<file path="src/rtl/msg_uart_pkg.sv">
// Shared types and constants for the message UART transmitter.
// Optional feature macro: MSG_UART_TX_PARITY_EN (adds an even-parity bit).
package msg_uart_pkg;

  localparam int unsigned UART_DATA_BITS       = 8;
  localparam int unsigned UART_DEFAULT_DIVISOR = 4;

`ifdef MSG_UART_TX_PARITY_EN
  typedef enum logic [2:0] {
    ST_IDLE   = 3'd0,
    ST_START  = 3'd1,
    ST_DATA   = 3'd2,
    ST_PARITY = 3'd3,
    ST_STOP   = 3'd4
  } uart_state_t;
`else
  typedef enum logic [2:0] {
    ST_IDLE  = 3'd0,
    ST_START = 3'd1,
    ST_DATA  = 3'd2,
    ST_STOP  = 3'd4
  } uart_state_t;
`endif

endpackage

</file>
<file path="src/rtl/msg_byte_fifo.sv">
// Small synchronous FIFO: registered pointers, head word read combinationally.
// Full is judged on the current occupancy, so a same-cycle pop never opens a slot.
module msg_byte_fifo #(
  parameter int unsigned WIDTH = 8,
  parameter int unsigned DEPTH = 16
) (
  input  logic                     clk,
  input  logic                     rst_n,
  input  logic                     push,
  input  logic [WIDTH-1:0]         wr_data,
  input  logic                     pop,
  output logic [WIDTH-1:0]         rd_data,
  output logic                     full,
  output logic                     empty,
  output logic [$clog2(DEPTH):0]   level
);

  localparam int unsigned AW = $clog2(DEPTH);

  logic [WIDTH-1:0] mem [DEPTH];
  logic [AW-1:0]    wr_ptr;
  logic [AW-1:0]    rd_ptr;
  logic             do_push;
  logic             do_pop;

  assign full    = (level == (AW+1)'(DEPTH));
  assign empty   = (level == '0);
  assign do_push = push && !full;
  assign do_pop  = pop && !empty;
  assign rd_data = mem[rd_ptr];

  // Storage array write port.
  always_ff @(posedge clk) begin
    if (do_push) mem[wr_ptr] <= wr_data;
  end

  // Pointer and occupancy bookkeeping; pointers wrap naturally at DEPTH.
  always_ff @(posedge clk or negedge rst_n) begin
    if (!rst_n) begin
      wr_ptr <= '0;
      rd_ptr <= '0;
      level  <= '0;
    end else begin
      if (do_push) wr_ptr <= wr_ptr + 1'b1;
      if (do_pop)  rd_ptr <= rd_ptr + 1'b1;
      case ({do_push, do_pop})
        2'b10:   level <= level + 1'b1;
        2'b01:   level <= level - 1'b1;
        default: level <= level;
      endcase
    end
  end

endmodule

</file>
<file path="src/rtl/msg_uart_tx.sv">
// Buffered UART transmitter: FIFO in front of an 8N1 serializer.
// Optional feature macro: MSG_UART_TX_PARITY_EN (even parity, 11-bit frame).
module msg_uart_tx
  import msg_uart_pkg::*;
#(
  parameter int unsigned DIVISOR    = UART_DEFAULT_DIVISOR,
  parameter int unsigned FIFO_DEPTH = 16
) (
  input  logic                          clk,
  input  logic                          rst_n,
  input  logic [7:0]                    in_data,
  input  logic                          in_valid,
  output logic                          in_ready,
  output logic                          tx,
  output logic                          busy,
  output logic [$clog2(FIFO_DEPTH):0]   level
);

  localparam int unsigned BAUD_W = $clog2(DIVISOR);
  localparam int unsigned BIT_W  = $clog2(UART_DATA_BITS);
  localparam logic [BAUD_W-1:0] BAUD_RELOAD = BAUD_W'(DIVISOR - 1);
  localparam logic [BIT_W-1:0]  BIT_LAST    = BIT_W'(UART_DATA_BITS - 1);

  uart_state_t         state;
  logic [BAUD_W-1:0]   baud_cnt;
  logic [BIT_W-1:0]    bit_cnt;
  logic [7:0]          shift_reg;
  logic                fifo_full;
  logic                fifo_empty;
  logic                fifo_pop;
  logic [7:0]          fifo_rd_data;
  logic                baud_zero;
`ifdef MSG_UART_TX_PARITY_EN
  logic                parity_bit;
`endif

  assign in_ready  = !fifo_full;
  assign baud_zero = (baud_cnt == '0);
  // Pops happen on the IDLE edge or on the last STOP cycle so frames stay contiguous.
  assign fifo_pop  = !fifo_empty &&
                     ((state == ST_IDLE) || ((state == ST_STOP) && baud_zero));

  msg_byte_fifo #(
    .WIDTH (8),
    .DEPTH (FIFO_DEPTH)
  ) u_fifo (
    .clk     (clk),
    .rst_n   (rst_n),
    .push    (in_valid && in_ready),
    .wr_data (in_data),
    .pop     (fifo_pop),
    .rd_data (fifo_rd_data),
    .full    (fifo_full),
    .empty   (fifo_empty),
    .level   (level)
  );

  // Frame sequencer: baud timing, bit shifting and registered tx/busy.
  always_ff @(posedge clk or negedge rst_n) begin
    if (!rst_n) begin
      state     <= ST_IDLE;
      baud_cnt  <= '0;
      bit_cnt   <= '0;
      shift_reg <= '0;
      tx        <= 1'b1;
      busy      <= 1'b0;
`ifdef MSG_UART_TX_PARITY_EN
      parity_bit <= 1'b0;
`endif
    end else begin
      case (state)
        ST_IDLE: begin
          if (!fifo_empty) begin
            shift_reg <= fifo_rd_data;
`ifdef MSG_UART_TX_PARITY_EN
            parity_bit <= ^fifo_rd_data;
`endif
            bit_cnt   <= '0;
            baud_cnt  <= BAUD_RELOAD;
            tx        <= 1'b0;
            busy      <= 1'b1;
            state     <= ST_START;
          end
        end
        ST_START: begin
          if (baud_zero) begin
            baud_cnt  <= BAUD_RELOAD;
            tx        <= shift_reg[0];
            shift_reg <= shift_reg >> 1;
            state     <= ST_DATA;
          end else begin
            baud_cnt <= baud_cnt - 1'b1;
          end
        end
        ST_DATA: begin
          if (baud_zero) begin
            baud_cnt <= BAUD_RELOAD;
            if (bit_cnt == BIT_LAST) begin
`ifdef MSG_UART_TX_PARITY_EN
              tx    <= parity_bit;
              state <= ST_PARITY;
`else
              tx    <= 1'b1;
              state <= ST_STOP;
`endif
            end else begin
              bit_cnt   <= bit_cnt + 1'b1;
              tx        <= shift_reg[0];
              shift_reg <= shift_reg >> 1;
            end
          end else begin
            baud_cnt <= baud_cnt - 1'b1;
          end
        end
`ifdef MSG_UART_TX_PARITY_EN
        ST_PARITY: begin
          if (baud_zero) begin
            baud_cnt <= BAUD_RELOAD;
            tx       <= 1'b1;
            state    <= ST_STOP;
          end else begin
            baud_cnt <= baud_cnt - 1'b1;
          end
        end
`endif
        ST_STOP: begin
          if (baud_zero) begin
            baud_cnt <= BAUD_RELOAD;
            if (!fifo_empty) begin
              shift_reg <= fifo_rd_data;
`ifdef MSG_UART_TX_PARITY_EN
              parity_bit <= ^fifo_rd_data;
`endif
              bit_cnt   <= '0;
              tx        <= 1'b0;
              state     <= ST_START;
            end else begin
              tx    <= 1'b1;
              busy  <= 1'b0;
              state <= ST_IDLE;
            end
          end else begin
            baud_cnt <= baud_cnt - 1'b1;
          end
        end
        default: begin
          tx    <= 1'b1;
          busy  <= 1'b0;
          state <= ST_IDLE;
        end
      endcase
    end
  end

endmodule

</file>
<file path="config.mk">
export PLATFORM = sky130hd
export DESIGN_NAME = msg_uart_tx
export DESIGN_NICKNAME = d
export VERILOG_FILES = /design/src/rtl/msg_uart_pkg.sv /design/src/rtl/msg_byte_fifo.sv /design/src/rtl/msg_uart_tx.sv
export SDC_FILE = /design/constraint.sdc
export NUM_CORES = 1
export LEC_CHECK = 0
export CAP_MARGIN = 40
export CORE_ASPECT_RATIO = 1.75
export CORE_UTILIZATION = 50
export CTS_BUF_LIST = sky130_fd_sc_hd__clkbuf_2
export DETAILED_ROUTE_END_ITERATION = 6
export PLACE_DENSITY_LB_ADDON = 0.25
export SLEW_MARGIN = 20
export SYNTH_ARGS = -nofsm -noshare
export SYNTH_HDL_FRONTEND = slang
export SYNTH_SLANG_ARGS = --single-unit
</file>
<file path="constraint.sdc">
create_clock -name clk -period 4.6 [get_ports clk]
set_clock_uncertainty 0.2 [all_clocks]
set_input_delay 0.46 -clock clk [delete_from_list [all_inputs] [get_ports clk]]
set_output_delay 0.46 -clock clk [all_outputs]
set_load 0.05 [all_outputs]
</file>
==> summary.md, run 1 <==
| Metric | Value |
|---|---|
| Status | finished, final reports clean |
| Max FFs per register | 128 |
| Clock sink total | 159 |
| Placed instance area | 7100 µm² |
| Grt ovf | 0 |
| Overall Global Routing Usage | 20.8% |
| Antenna-violating nets left | 0 |
| Crit path launch type | flop |
| Crit path DAT | 3920 ps |
| Root Driver | clkbuf_2 |
| Initial drt markers | 226 |
| Static Leak | 2.66 nW |
| Setup violators final | 0 |
| Syn Area/Cell | 15.1 µm² |
| CP top delay family | simple AND/OR/NAND/NOR gates |
| Initial antenna violation count | 1 |
| CTS tree | yes |
| Fin nets | 497 |
| WL final | 13.6 mm |
| Crit-path slowest cell | dfrtp_1 |
| Critical Path Fanout Max | 9 |
| First-pass GRT wire length | 21.3 mm |
| Commonest non-fill, non-tap cells in the layout | 128 x edfxtp_1, 57 x mux2i_1, 30 x a22oi_1, 29 x dfrtp_1, 28 x nor2_1 |
| Largest stage delay on the critical path | 520 ps |
| Routed vias/inst | 5.74 |
| Final min period | 3460 ps |
| Largest net degree at the start of global routing | 37 |
| Commonest non-fill, non-tap cell in the layout | edfxtp_1 |
| CTS H-tree depth | 4 |
| Clock Latency Late Sink | 700 ps |
| Final Instance Area | 7440 µm² |
| Synth Instances | 450 |
| Synth top area cells | edfxtp_1 57%, dfrtp_1 11%, mux2i_1 8.4% |
| Type of the most critical hold path | flop to flop |
| Synth top area share | 56.8% |
| Final cycle utilization of the critical path | 75.2% |
| Unique masters post-synth | 47 |
| Max Slew Vio Count | 0 |
| Vias in the first global route | 3937 |
| Die height | 156 µm |
| Slew @ Worst Pin | 756 ps |
| Die X | 90.0 µm |
| Wire per inst | 20.7 µm |
| Critical path class | flop to flop |
| Hpwl dp | 9.30 mm |
| Final TNS setup | 0 ps |
| Starting Density | 51.8% |
| Num CTS Buffers | 17 |
| DR vias | 3784 |
| Clock slew at reported path FFs | 240 ps |
| Seq/Total Area, Yosys | 68.2% |
| Row count | 55 |
| Worst rel slew slack | 49.4% |
| Crit path cell chain | or3_4, or3b_1, and2_1, inv_1, ha_1, xor2_1, ha_1, a31oi_1, or2_2, a21oi_1, xor2_1 |
| CP required | 5050 ps |
| F_max | 289 MHz |
| Die area | 14000 µm² |
| RSZ-0062 raised after global routing | false |
| Fin. Hold Viols | 0 |
| Worst ir drop on vdd | 0.256 mV |
| Gpl congestion | 0.829 |
| #FFs+latches synth | 159 |
| Drt pass-1 iters | 4 |
| Max Buffers Root-to-Sink | 2 |
| Synth area leader | edfxtp_1 |
| Max-Cap Viols | 0 |
| Core Box Area | 13100 µm² |
| # DRC | 0 |
| Crit. End Element | flop |
| I/O Buffers | 18 |
| Pwr dens | 609 nW/µm² |
| Layout cells sized above 1 | 12.5% |
| Synthesized Nets | 473 |
| Area growth syn-to-layout | 9.79% |
| CP Buf/Inv Count | 1 |
| Syn Std Cell Area | 6770 µm² |
| I/O Pins | 19 |
| YS warnings | 0 |
-- cell usage after synthesis (all sizes together) --
master	n
o21a	1
edfxtp	128
a31oi	8
dfrtp	30
o31a	1
nand4	10
nand3b	3
o22ai	2
mux4	4
buf	15
o211ai	2
or3	1
clkbuf	13
and2	4
a21o	1
nor4b	2
nor3	6
mux2i	57
o31ai	1
a21oi	9
xor2	8
or3b	1
nor2b	8
o21bai	1
nor2	28
nor4	2
inv	9
a211o	1
nand3	1
mux2	4
o2bb2ai	1
nand2b	4
a22oi	30
ha	12
a32oi	7
or2	1
dfstp	1
nand2	17
xnor2	6
o21ai	10
-- through the flow --
step	setup slack (ps)	util, %	power (mW)	hold WS [ps]	cells
floorplan	709	-	3.28	-35.6	450
global placement	1300	54.1	3.65	276	617
detailed placement	1180	54.3	3.74	285	618
CTS	1120	56.4	4.55	311	651
global route	856	56.9	4.80	324	659
finish	1140	56.9	4.53	302	659
-- cell families (layout without fill, tap and decap cells) --
logic type      count (synthesis)  count (layout)  share of synthesized area (%)
fa+ha+maj                      12              12                           2.22
simple gates                   88              88                           7.17
other cells                     0               1                              0
compound gates                 75              75                           7.69
mux                            65              65                           10.4
flops                         159             159                           68.2
buf+inv                        37              74                           2.48
xor+xnor                       14              14                           1.81
-- power by group --
group	switching [mW]	internal, mW	total (mW)
logic	0.983	0.684	1.67
registers	0.244	1.80	2.04
clock network	0.509	0.312	0.821
total	1.74	2.80	4.53
-- area by class of cell --
class	instances	area [µm²]
Clock buffer	17	85.1
Sequential cell	159	4620
Fill cell	1061	5640
Clock inverter	15	186
Timing Repair Buffer	33	308
Antenna cell	1	2.50
Inverter	9	33.8
Multi-Input combinational cell	254	1980
Tap cell	171	214
-- final timing paths --
path | from | endpoint | slack (ps) | depth (start not counted)
worst max-delay path | u_fifo.level[1] | u_fifo.level[4] | 1140 | 11
worst min-delay path | baud_cnt[0] | baud_cnt[0] | 300 | 1
worst max register to register | u_fifo.level[1] | u_fifo.level[4] | 1140 | 11
worst min register to register | baud_cnt[0] | baud_cnt[0] | 300 | 1
max in group asynchronous | rst_n | tx | 3410 | 3
min in group asynchronous | rst_n | u_fifo.level[2] | 440 | 3
-- repair_timing --
action,4_1_cts,5_1_grt
hold endpoints to repair,30,0
resized for setup,0,0
setup buffers,0,0
hold buffers,1,0
-- per-layer routing --
layer  up-vias  wire length (µm)  GRT usage (%)  share of wire, %
met2        72              7650           38.5                56
met5         -                 0              0                 0
met3        19               326           4.24               2.4
li1       1774                 -              -                 -
met1      1919              5190           22.3                38
met4         0               450           10.4               3.3
(Power assumes the default switching activity.)
==> inputs of run 2 (changes only) <==
- clock period: 4.6 -> 3.6 ns (I/O delays scaled with it)
==> summary.md, run 2 (synthesis gave the netlist of run 1 again) <==
| Metric | Value |
|---|---|
| Fin nets | 501 |
| First-pass GRT wire length | 21.0 mm |
| Fill cells | 1072 |
| Die area | 14000 µm² |
| Hold WS | 321 ps |
| Root Driver | clkbuf_2 |
| Fin. Hold Viols | 0 |
| Antenna-violating nets left | 0 |
| Placed Instances | 627 |
| Slew @ Worst Pin | 804 ps |
| Status | finished, final reports clean |
| Final TNS setup | 0 ps |
| Worst ir drop on vdd | 0.291 mV |
| Multi-input gate area | 1990 µm² |
| Max-Cap Viols | 0 |
| CP required | 3040 ps |
| WL final | 13.6 mm |
| # DRC | 0 |
| # resized after CTS | 0 |
| Type of the most critical hold path | input pin to flop |
| CTS H-tree depth | 4 |
| Worst rel slew slack | 46.2% |
| Crit. End Element | output port |
| Static Leak | 2.64 nW |
| Layout cells sized above 1 | 13.2% |
| Commonest non-fill, non-tap cells in the layout | 128 x edfxtp_1, 57 x mux2i_1, 30 x a22oi_1, 28 x nor2_1, 27 x dfrtp_1 |
| I/O Pins | 19 |
| Final cycle utilization of the critical path | 90.6% |
| CTS tree | yes |
| Gpl congestion | 0.839 |
| Die X | 90.0 µm |
| RSZ-0062 raised after global routing | false |
| Area growth syn-to-layout | 8.96% |
| Clock slew at reported path FFs | 210 ps |
| Wire per inst | 20.5 µm |
| Row count | 55 |
| Largest stage delay on the critical path | 700 ps |
| Crit path launch type | flop |
| Largest net degree at the start of global routing | 33 |
| Setup violators final | 0 |
| Critical path class | flop to output port |
| Post-layout instance count excluding filler cells | 663 |
| Clock sink total | 159 |
| Register Area | 4620 µm² |
| Critical Path Fanout Max | 9 |
| I/O Buffers | 18 |
| Max Buffers Root-to-Sink | 2 |
| Drt pass-1 iters | 6 |
| Initial antenna violation count | 1 |
| Overall Global Routing Usage | 20.7% |
| Worst r2r src | u_fifo.level[1] |
| Routed vias/inst | 5.70 |
| Die height | 156 µm |
| Final core occ | 56.4% |
| Initial drt markers | 228 |
| DR vias | 3780 |
| Num CTS Buffers | 17 |
| F_max | 306 MHz |
| Max FFs per register | 128 |
| Crit-path slowest cell | clkdlybuf4s50_1 |
| Hpwl dp | 9.26 mm |
| Core Box Area | 13100 µm² |
| Hold path start | in_valid |
| Commonest non-fill, non-tap cell in the layout | edfxtp_1 |
| Clock Latency Late Sink | 690 ps |
| Max Slew Vio Count | 0 |
| Crit path cell chain | or3_4, or3b_4, clkdlybuf4s50_1 |
| Vias in the first global route | 3747 |
| Grt ovf | 0 |
| Starting Density | 51.8% |
| CP startpoint | u_fifo.level[1] |
| Crit path DAT | 2700 ps |
| Final min period | 3260 ps |
| Pwr dens | 755 nW/µm² |
[run 2: cell count changes in the layout (fill, tap and decap cells not counted), sizes merged]
cell,change
clkbuf,+2
clkinv,+2
inv,-3
clkinvlp,+1
buf,+4
bufinv,-2
[run 2: area by class of cell]
| cell class | instances | area share (%) |
|---|---|---|
| Clock buffer | 19 | 1.29 |
| Multi-Input combinational cell | 254 | 26.9 |
| Sequential cell | 159 | 62.7 |
| Timing Repair Buffer | 37 | 4.41 |
| Tap cell | 171 | 2.90 |
| Antenna cell | 1 | 0.0339 |
| Clock inverter | 13 | 1.32 |
| Inverter | 9 | 0.458 |
[run 2: repair_timing]
| item | 4_1_cts | 5_1_grt |
|---|---|---|
| buffers inserted | 0 | 0 |
| endpoints found under the hold margin | 30 | 0 |
| setup endpoints to repair | 0 | 0 |
| hold buffers | 1 | 0 |
[run 2: per-stage QoR]
step	cell area [µm²]	power (mW)	worst slack, ps
after floorplan	6780	4.20	59.5
after global placement	7160	4.69	435
after detailed placement	7160	4.77	386
after CTS	7360	5.60	245
after global routing	7380	5.89	149
final	7380	5.57	337
[run 2: per-layer routing]
| layer | vias up | GRT usage [%] | part of all wire, % |
|---|---|---|---|
| met1 | 1909 | 22.6 | 38 |
| met2 | 76 | 38.8 | 57 |
| met4 | 0 | 8.76 | 2.2 |
| li1 | 1782 | - | - |
| met3 | 13 | 4.19 | 2.8 |
| met5 | - | 0 | 0 |
[run 2: power by group]
part | internal (mW) | switching (mW) | leakage (nW) | total [mW]
clock network | 0.241 | 0.593 | 0.114 | 0.834
logic | 0.877 | 1.21 | 1.01 | 2.09
registers | 2.30 | 0.347 | 1.52 | 2.65
[run 2: worst max-delay path: cells and delay by family (launching register included)]
kind	cells	cell delay (ps)
simple gates	2	810
buf+inv	1	700
flops	1	510
[run 2: final timing paths]
| kind | depth (start not counted) | slack, ps | to |
|---|---|---|---|
| setup reg to reg | 11 | 370 | u_fifo.level[4] |
| hold / removal | 3 | 320 | u_fifo.wr_ptr[0] |
| min in group asynchronous | 3 | 390 | u_fifo.wr_ptr[0] |
| hold reg to reg | 1 | 320 | baud_cnt[0] |
| max in group asynchronous | 3 | 2450 | tx |
| setup / recovery | 3 | 340 | in_ready |
==> RTL edit 1, RTL diff (settings of run 1) <==
Encoding of `uart_state_t`: now one-hot (4 bits for 4 states).
--- a/src/rtl/msg_uart_pkg.sv
+++ b/src/rtl/msg_uart_pkg.sv
@@ -16,7 +16,7 @@
 `else
-  typedef enum logic [2:0] {
-    ST_IDLE  = 3'd0,
-    ST_START = 3'd1,
-    ST_DATA  = 3'd2,
-    ST_STOP  = 3'd4
+  typedef enum logic [3:0] {
+    ST_IDLE  = 4'b0001,
+    ST_START = 4'b0010,
+    ST_DATA  = 4'b0100,
+    ST_STOP  = 4'b1000
   } uart_state_t;
Behaviour: same outputs for any inputs over 10 cycles, from zero or initial values and one cycle with rst_n low; not proved beyond that.
==> RTL edit 1 against run 1 <==
Sequential cell count is 1 higher. Final area rose by 2.2%. Maximum frequency down 0.41%. Power down 6.1%. Die area grew 2.1%. Worst setup slack lost 14 ps. Global-route usage shrank 0.12 points. Synthesized area grew 2.2%. Wire length rose by 1.1%.
==> RTL edit 1: results (changes against run 1) <==
MIN_PATH_CELLS=2  # +1
POWER_LEAKAGE_nW=2.63  # -1.1%
WORST_EP_ARRIVAL_TIME_PS=3910  # about the same
WORST_SUPPLY_VOLTAGE_DROP_ON_VDD_uV=205  # -20%
NETLIST_TOP_CELLS_COUNT='128 x edfxtp_1, 33 x nand2_1, 30 x dfrtp_1, 24 x nor2_1, 18 x mux4_2'
VIAS_IN_THE_FIRST_GLOBAL_ROUTE=3911  # -0.66%
WORST_R2R_PATH_DEPTH=14  # +3
WORSTPATHMAXFANOUT=10  # +1
MAXIMUM_NUMBER_OF_PINS_ON_ONE_NET_BEFORE_GLOBAL_ROUTE_REPAIR=33  # -11%
TIGHTEST_SLEW_PS=732  # -24.0 ps
STATUS='finished, final reports clean'
POST_ROUTE_CELLS_DRIVE_ABOVE_1_SHARE_PCT=20.0  # +7.4 points
YOSYSSEQAREASHARE_PCT=67.2  # -1.1 points
GLOBALPLACE.CONGESTION=0.874  # +5.4%
DP_HPWL_UM=9590  # +3.2%
FINAL_NET_COUNT=507  # +2.0%
VIA_PER_INST=5.77  # +0.55%
ASYNC_RESET_FF_SHARE_PCT=20.0  # +0.50 points
POSTSYNTHNETCOUNT=472  # -0.21%
FILLERINSTANCES=1088  # +2.5%
YOSYS-TOP-CELLS-AREA='edfxtp_1 56%, dfrtp_1 11%, mux4_2 5.9%'
NUMBER_OF_DISTINCT_LIBRARY_CELLS_AFTER_SYNTHESIS=59  # +26%
CRITICAL-PATH-SLOWEST-CELL='or4_4'
CPPEAKSTAGEDELAY_PS=450  # -70 ps
INITIAL_ANTENNA_VIOLATION_COUNT=1  # unchanged
GRT.OVERFLOW.TOTAL=0  # unchanged
RTL edit 1: final timing paths:
kind | from | to | slack (ps)
max | baud_cnt[0] | u_fifo.level[4] | 1120
min | shift_reg[3] | shift_reg[3] | 310
max reg2reg | baud_cnt[0] | u_fifo.level[4] | 1120
min reg2reg | shift_reg[3] | shift_reg[3] | 310
max in group asynchronous | rst_n | tx | 3400
min in group asynchronous | rst_n | u_fifo.level[3] | 450
RTL edit 1: logic make-up (layout without fill, tap and decap cells):
| logic type | Yosys count | in the layout | share of synthesized area (%) |
|---|---|---|---|
| fa+ha+maj | 13 | 13 | 2.46 |
| compound gates | 78 | 78 | 8.07 |
| simple gates | 97 | 97 | 6.96 |
| xor+xnor | 13 | 13 | 1.65 |
| mux | 49 | 49 | 10.6 |
| buf+inv | 38 | 86 | 3.09 |
| flops | 160 | 160 | 67.2 |
| other cells | 0 | 1 | 0 |
RTL edit 1: metrics by stage:
stage	instances	area [um^2]	util, %
final	671	7600	56.5
after global routing	671	7600	56.5
after CTS	667	7580	56.3
after detailed placement	634	7310	54.4
after global placement	622	7210	53.6
after floorplan	448	6920	-
RTL edit 1: report_power, final:
| part | leakage (nW) | total, mW | switching (mW) | internal [mW] |
|---|---|---|---|---|
| Sequential | 1.55 | 2.03 | 0.221 | 1.81 |
| Combinational | 0.928 | 1.43 | 0.823 | 0.604 |
| Clock | 0.158 | 0.796 | 0.527 | 0.270 |
| Total | 2.63 | 4.25 | 1.57 | 2.68 |
RTL edit 1: tightest hold or removal path, delay by kind of cell (launching register included):
family | cells | cell delay, ps
simple gates | 1 | 50
compound gates | 1 | 50
flops | 1 | 390
RTL edit 1: area by class of cell:
| type | instances | share of cell area (%) |
|---|---|---|
| Clock buffer | 17 | 1.12 |
| Inverter | 14 | 0.691 |
| Sequential cell | 160 | 61.2 |
| Antenna cell | 1 | 0.0329 |
| Tap cell | 174 | 2.86 |
| Timing Repair Buffer | 40 | 4.77 |
| Multi-Input combinational cell | 250 | 27.1 |
| Clock inverter | 15 | 2.22 |
RTL edit 1: routing by layer:
metal	up-vias	wire, um	global-route usage (%)
met5	-	0	0
met4	0	387	9.45
met3	24	374	3.70
met2	86	7780	38.5
met1	1969	5220	22.7
li1	1795	-	-
==> RTL edit 2, RTL diff (config.mk and constraints of run 1) <==
Made on the original files. Add a define of `MSG_UART_TX_PARITY_EN`.
--- a/src/rtl/msg_uart_pkg.sv
+++ b/src/rtl/msg_uart_pkg.sv
@@ -2,2 +2,4 @@
 // Optional feature macro: MSG_UART_TX_PARITY_EN (adds an even-parity bit).
+`define MSG_UART_TX_PARITY_EN
+
 package msg_uart_pkg;
Check against the original RTL: same outputs for any inputs over 10 cycles, from zero or initial values and one cycle with rst_n low; that may be too few to reach the edited logic, so the function may still have changed.
==> RTL edit 2 against run 1 <==
Sequential share of layout area up 0.43 points. Critical path depth up 3. Worst setup slack better by 110 ps. Wire length down 12%. Die area down 0.14%. Global-route usage down 2.2 points. Power down 8.5%. Non-clock buffer count up 4. Synthesized cell count down 9.3%. Final area down 0.15%. Sequential cell count up 1. Synthesized area down 0.15%. Via count down 7.8%. Critical path type unchanged. Largest cell class unchanged. Largest power group unchanged. Highest routed layer unchanged.
==> RTL edit 2: results (changes against run 1) <==
R2R_START='u_fifo.level[3]'
GRT_FIRST_PASS_WIRELENGTH_UM=18900  # -11%
ASYNC_RESET_FF_SHARE_PCT=20.0  # +0.50 points
SYNTH_TOP_FLOP_CELL='edfxtp_1'
INITIAL_ANTENNA_VIOLATION_COUNT=1  # unchanged
WL_UM=12000  # -12%
MIN_PATH_CELLS=2  # +1
DETAILEDROUTE.FIRSTPASSITERATIONCOUNT=4  # unchanged
SYNTH-COMPOUND-AREA-SHARE_PCT=5.48  # -2.2 points
WORST_SETUP_HOLD_PATH_CLK_SLEW_PS=260  # +20 ps
PORT_BUFFERS=18  # unchanged
WORST-R2R-SETUP-SLACK_PS=1240  # +110 ps
YOSYS-MUX-AREA-FRACTION_PCT=12.8  # +2.4 points
GRT_UTIL_ALL_LAYERS_PCT=18.5  # -2.2 points
WORST_SKEW_PAIR.LATE_LATENCY_PS=710
YOSYSSEQAREASHARE_PCT=68.7  # +0.47 points
WORSTPATHMAXFANOUT=9  # unchanged
HOLDPATHEND='shift_reg[3]'
FINAL_NET_COUNT=467  # -6.0%
ADDER_CELL_SHARE_OF_THE_SYNTHESIZED_AREA_PCT=2.22  # +0.0033 points
WORST_SUPPLY_VOLTAGE_DROP_ON_VDD_uV=249  # -2.5%
CTS-RESIZED-GATES=0  # unchanged
CTS-BUFFERS-INSERTED=17  # unchanged
VIAS_IN_THE_FIRST_GLOBAL_ROUTE=3579  # -9.1%
YOSYS-TOP-CELLS-AREA='edfxtp_1 57%, dfrtp_1 11%, mux4_2 7.0%'
TIGHTEST_SLEW_PS=828  # +72.0 ps
FINAL.HOLD.WORST_SLACK_PS=317  # +15.3 ps
NETLIST_TOP_CELLS_COUNT='128 x edfxtp_1, 35 x nand2_1, 31 x dfrtp_1, 26 x nor2_1, 23 x o21ai_0'
TIMING.RR.END='u_fifo.level[4]'
MAXIMUM_NUMBER_OF_PINS_ON_ONE_NET_BEFORE_GLOBAL_ROUTE_REPAIR=36  # -2.7%
WORST_R2R_PATH_DEPTH=14  # +3
POWER_LEAKAGE_nW=2.63  # -1.2%
VIA_PER_INST=5.54  # -3.5%
HP-CLASS='flip-flop to flip-flop'
DRT_FIRST_ITER_VIOLATIONS=118  # -48%
DP_HPWL_UM=8630  # -7.1%
CLOCK_TREE.ROOT_CELL='clkbuf_2'
WORST_EP_ARRIVAL_TIME_PS=3780  # -140 ps
LARGEST_REGISTER_FFS=128  # unchanged
YOSYS_WARNINGS=0  # unchanged
NUMBER_OF_DISTINCT_LIBRARY_CELLS_AFTER_SYNTHESIS=40  # -15%
POST_ROUTE_CELLS_DRIVE_ABOVE_1_SHARE_PCT=17.1  # +4.5 points
GLOBALPLACE.CONGESTION=0.755  # -8.9%
CLOCK_TREE.BUFFER_DEPTH=2  # unchanged
STATUS='finished, final reports clean'
POSTSYNTHNETCOUNT=431  # -8.9%
SYNTH-XOR-AREA-SHARE_PCT=2.85  # +1.0 points
HP-START='shift_reg[3]'
EDFF_COUNT_SYNTH=128  # unchanged
POSTCTSSETUPBUFFERS=0  # unchanged
## RTL edit 2: cell count changes in the layout (fill, tap and decap cells not counted), moves of 5 or more
cell	before	now
a31oi_1	8	2
buf_4	13	18
nand4_1	9	2
o21ai_0	10	23
mux4_1	0	11
a22oi_1	30	17
mux4_2	4	21
nand2_1	16	35
mux2i_1	57	7
xnor2_1	6	17
a32oi_1	7	0
## RTL edit 2: worst max path at each step
stage | from | endpoint | slack (ps) | depth (start not counted)
final | u_fifo.level[3] | u_fifo.level[4] | 1240 | 14
after floorplan | u_fifo.level[1] | u_fifo.level[4] | 1050 | 15
after global routing | u_fifo.level[0] | u_fifo.level[4] | 830 | 14
after detailed placement | u_fifo.level[0] | u_fifo.level[4] | 1290 | 14
after global placement | u_fifo.level[3] | u_fifo.level[4] | 1340 | 14
after CTS | u_fifo.level[3] | u_fifo.level[4] | 1230 | 14
## RTL edit 2: per-stage QoR
step	cells	cell area [um^2]	setup slack (ps)
floorplan	408	6760	1050
global placement	586	7090	1340
detailed placement	587	7090	1290
CTS	620	7360	1230
global route	629	7420	826
finish	629	7420	1240
## RTL edit 2: metal layers
layer | vias to the layer above | GRT usage (%) | wire length, um
met5 | - | 0 | 0
met4 | 0 | 6.91 | 164
met3 | 13 | 4.04 | 322
met2 | 53 | 36.4 | 7180
met1 | 1762 | 18.9 | 4320
li1 | 1659 | - | -
## RTL edit 2: kinds of logic (layout without fill, tap and decap cells)
group                    after synthesis  in the layout
multiplexers                          42             42
AO/OA/AOI/OAI                         59             59
XOR/XNOR                              22             22
AND/OR/NAND/NOR                       85             85
flip-flops                           160            160
other                                  0              1
adder cells (fa/ha/maj)               12             12
buffers and inverters                 28             77
## RTL edit 2: area by class of cell
cell class / count / area [um^2]
multi-input combinational: 220 / 1950
antenna: 1 / 2.50
clock inverter: 15 / 173
tap: 171 / 214
inverter: 8 / 30.0
timing repair buffer: 37 / 325
fill: 1048 / 5650
sequential: 160 / 4650
clock buffer: 17 / 85.1
## RTL edit 2: where the power goes
| group | internal [mW] | leakage [nW] | switching, mW |
|---|---|---|---|
| combinational | 0.636 | 0.949 | 0.759 |
| sequential | 1.81 | 1.54 | 0.174 |
| clock | 0.224 | 0.141 | 0.546 |
| total | 2.67 | 2.63 | 1.48 |
## RTL edit 2: worst max-delay path: stages (launching register included)
cell and delay [ps]:
dfrtp_1 470, nor4_1 420, nor2b_1 350, or2_2 190, nor2_1 40, buf_4 160, ha_1 280, xor2_1 170
ha_1 220, o21ai_0 150, a21oi_1 80, a21oi_1 170, xor2_1 160, nor2_1 60, xor2_1 140
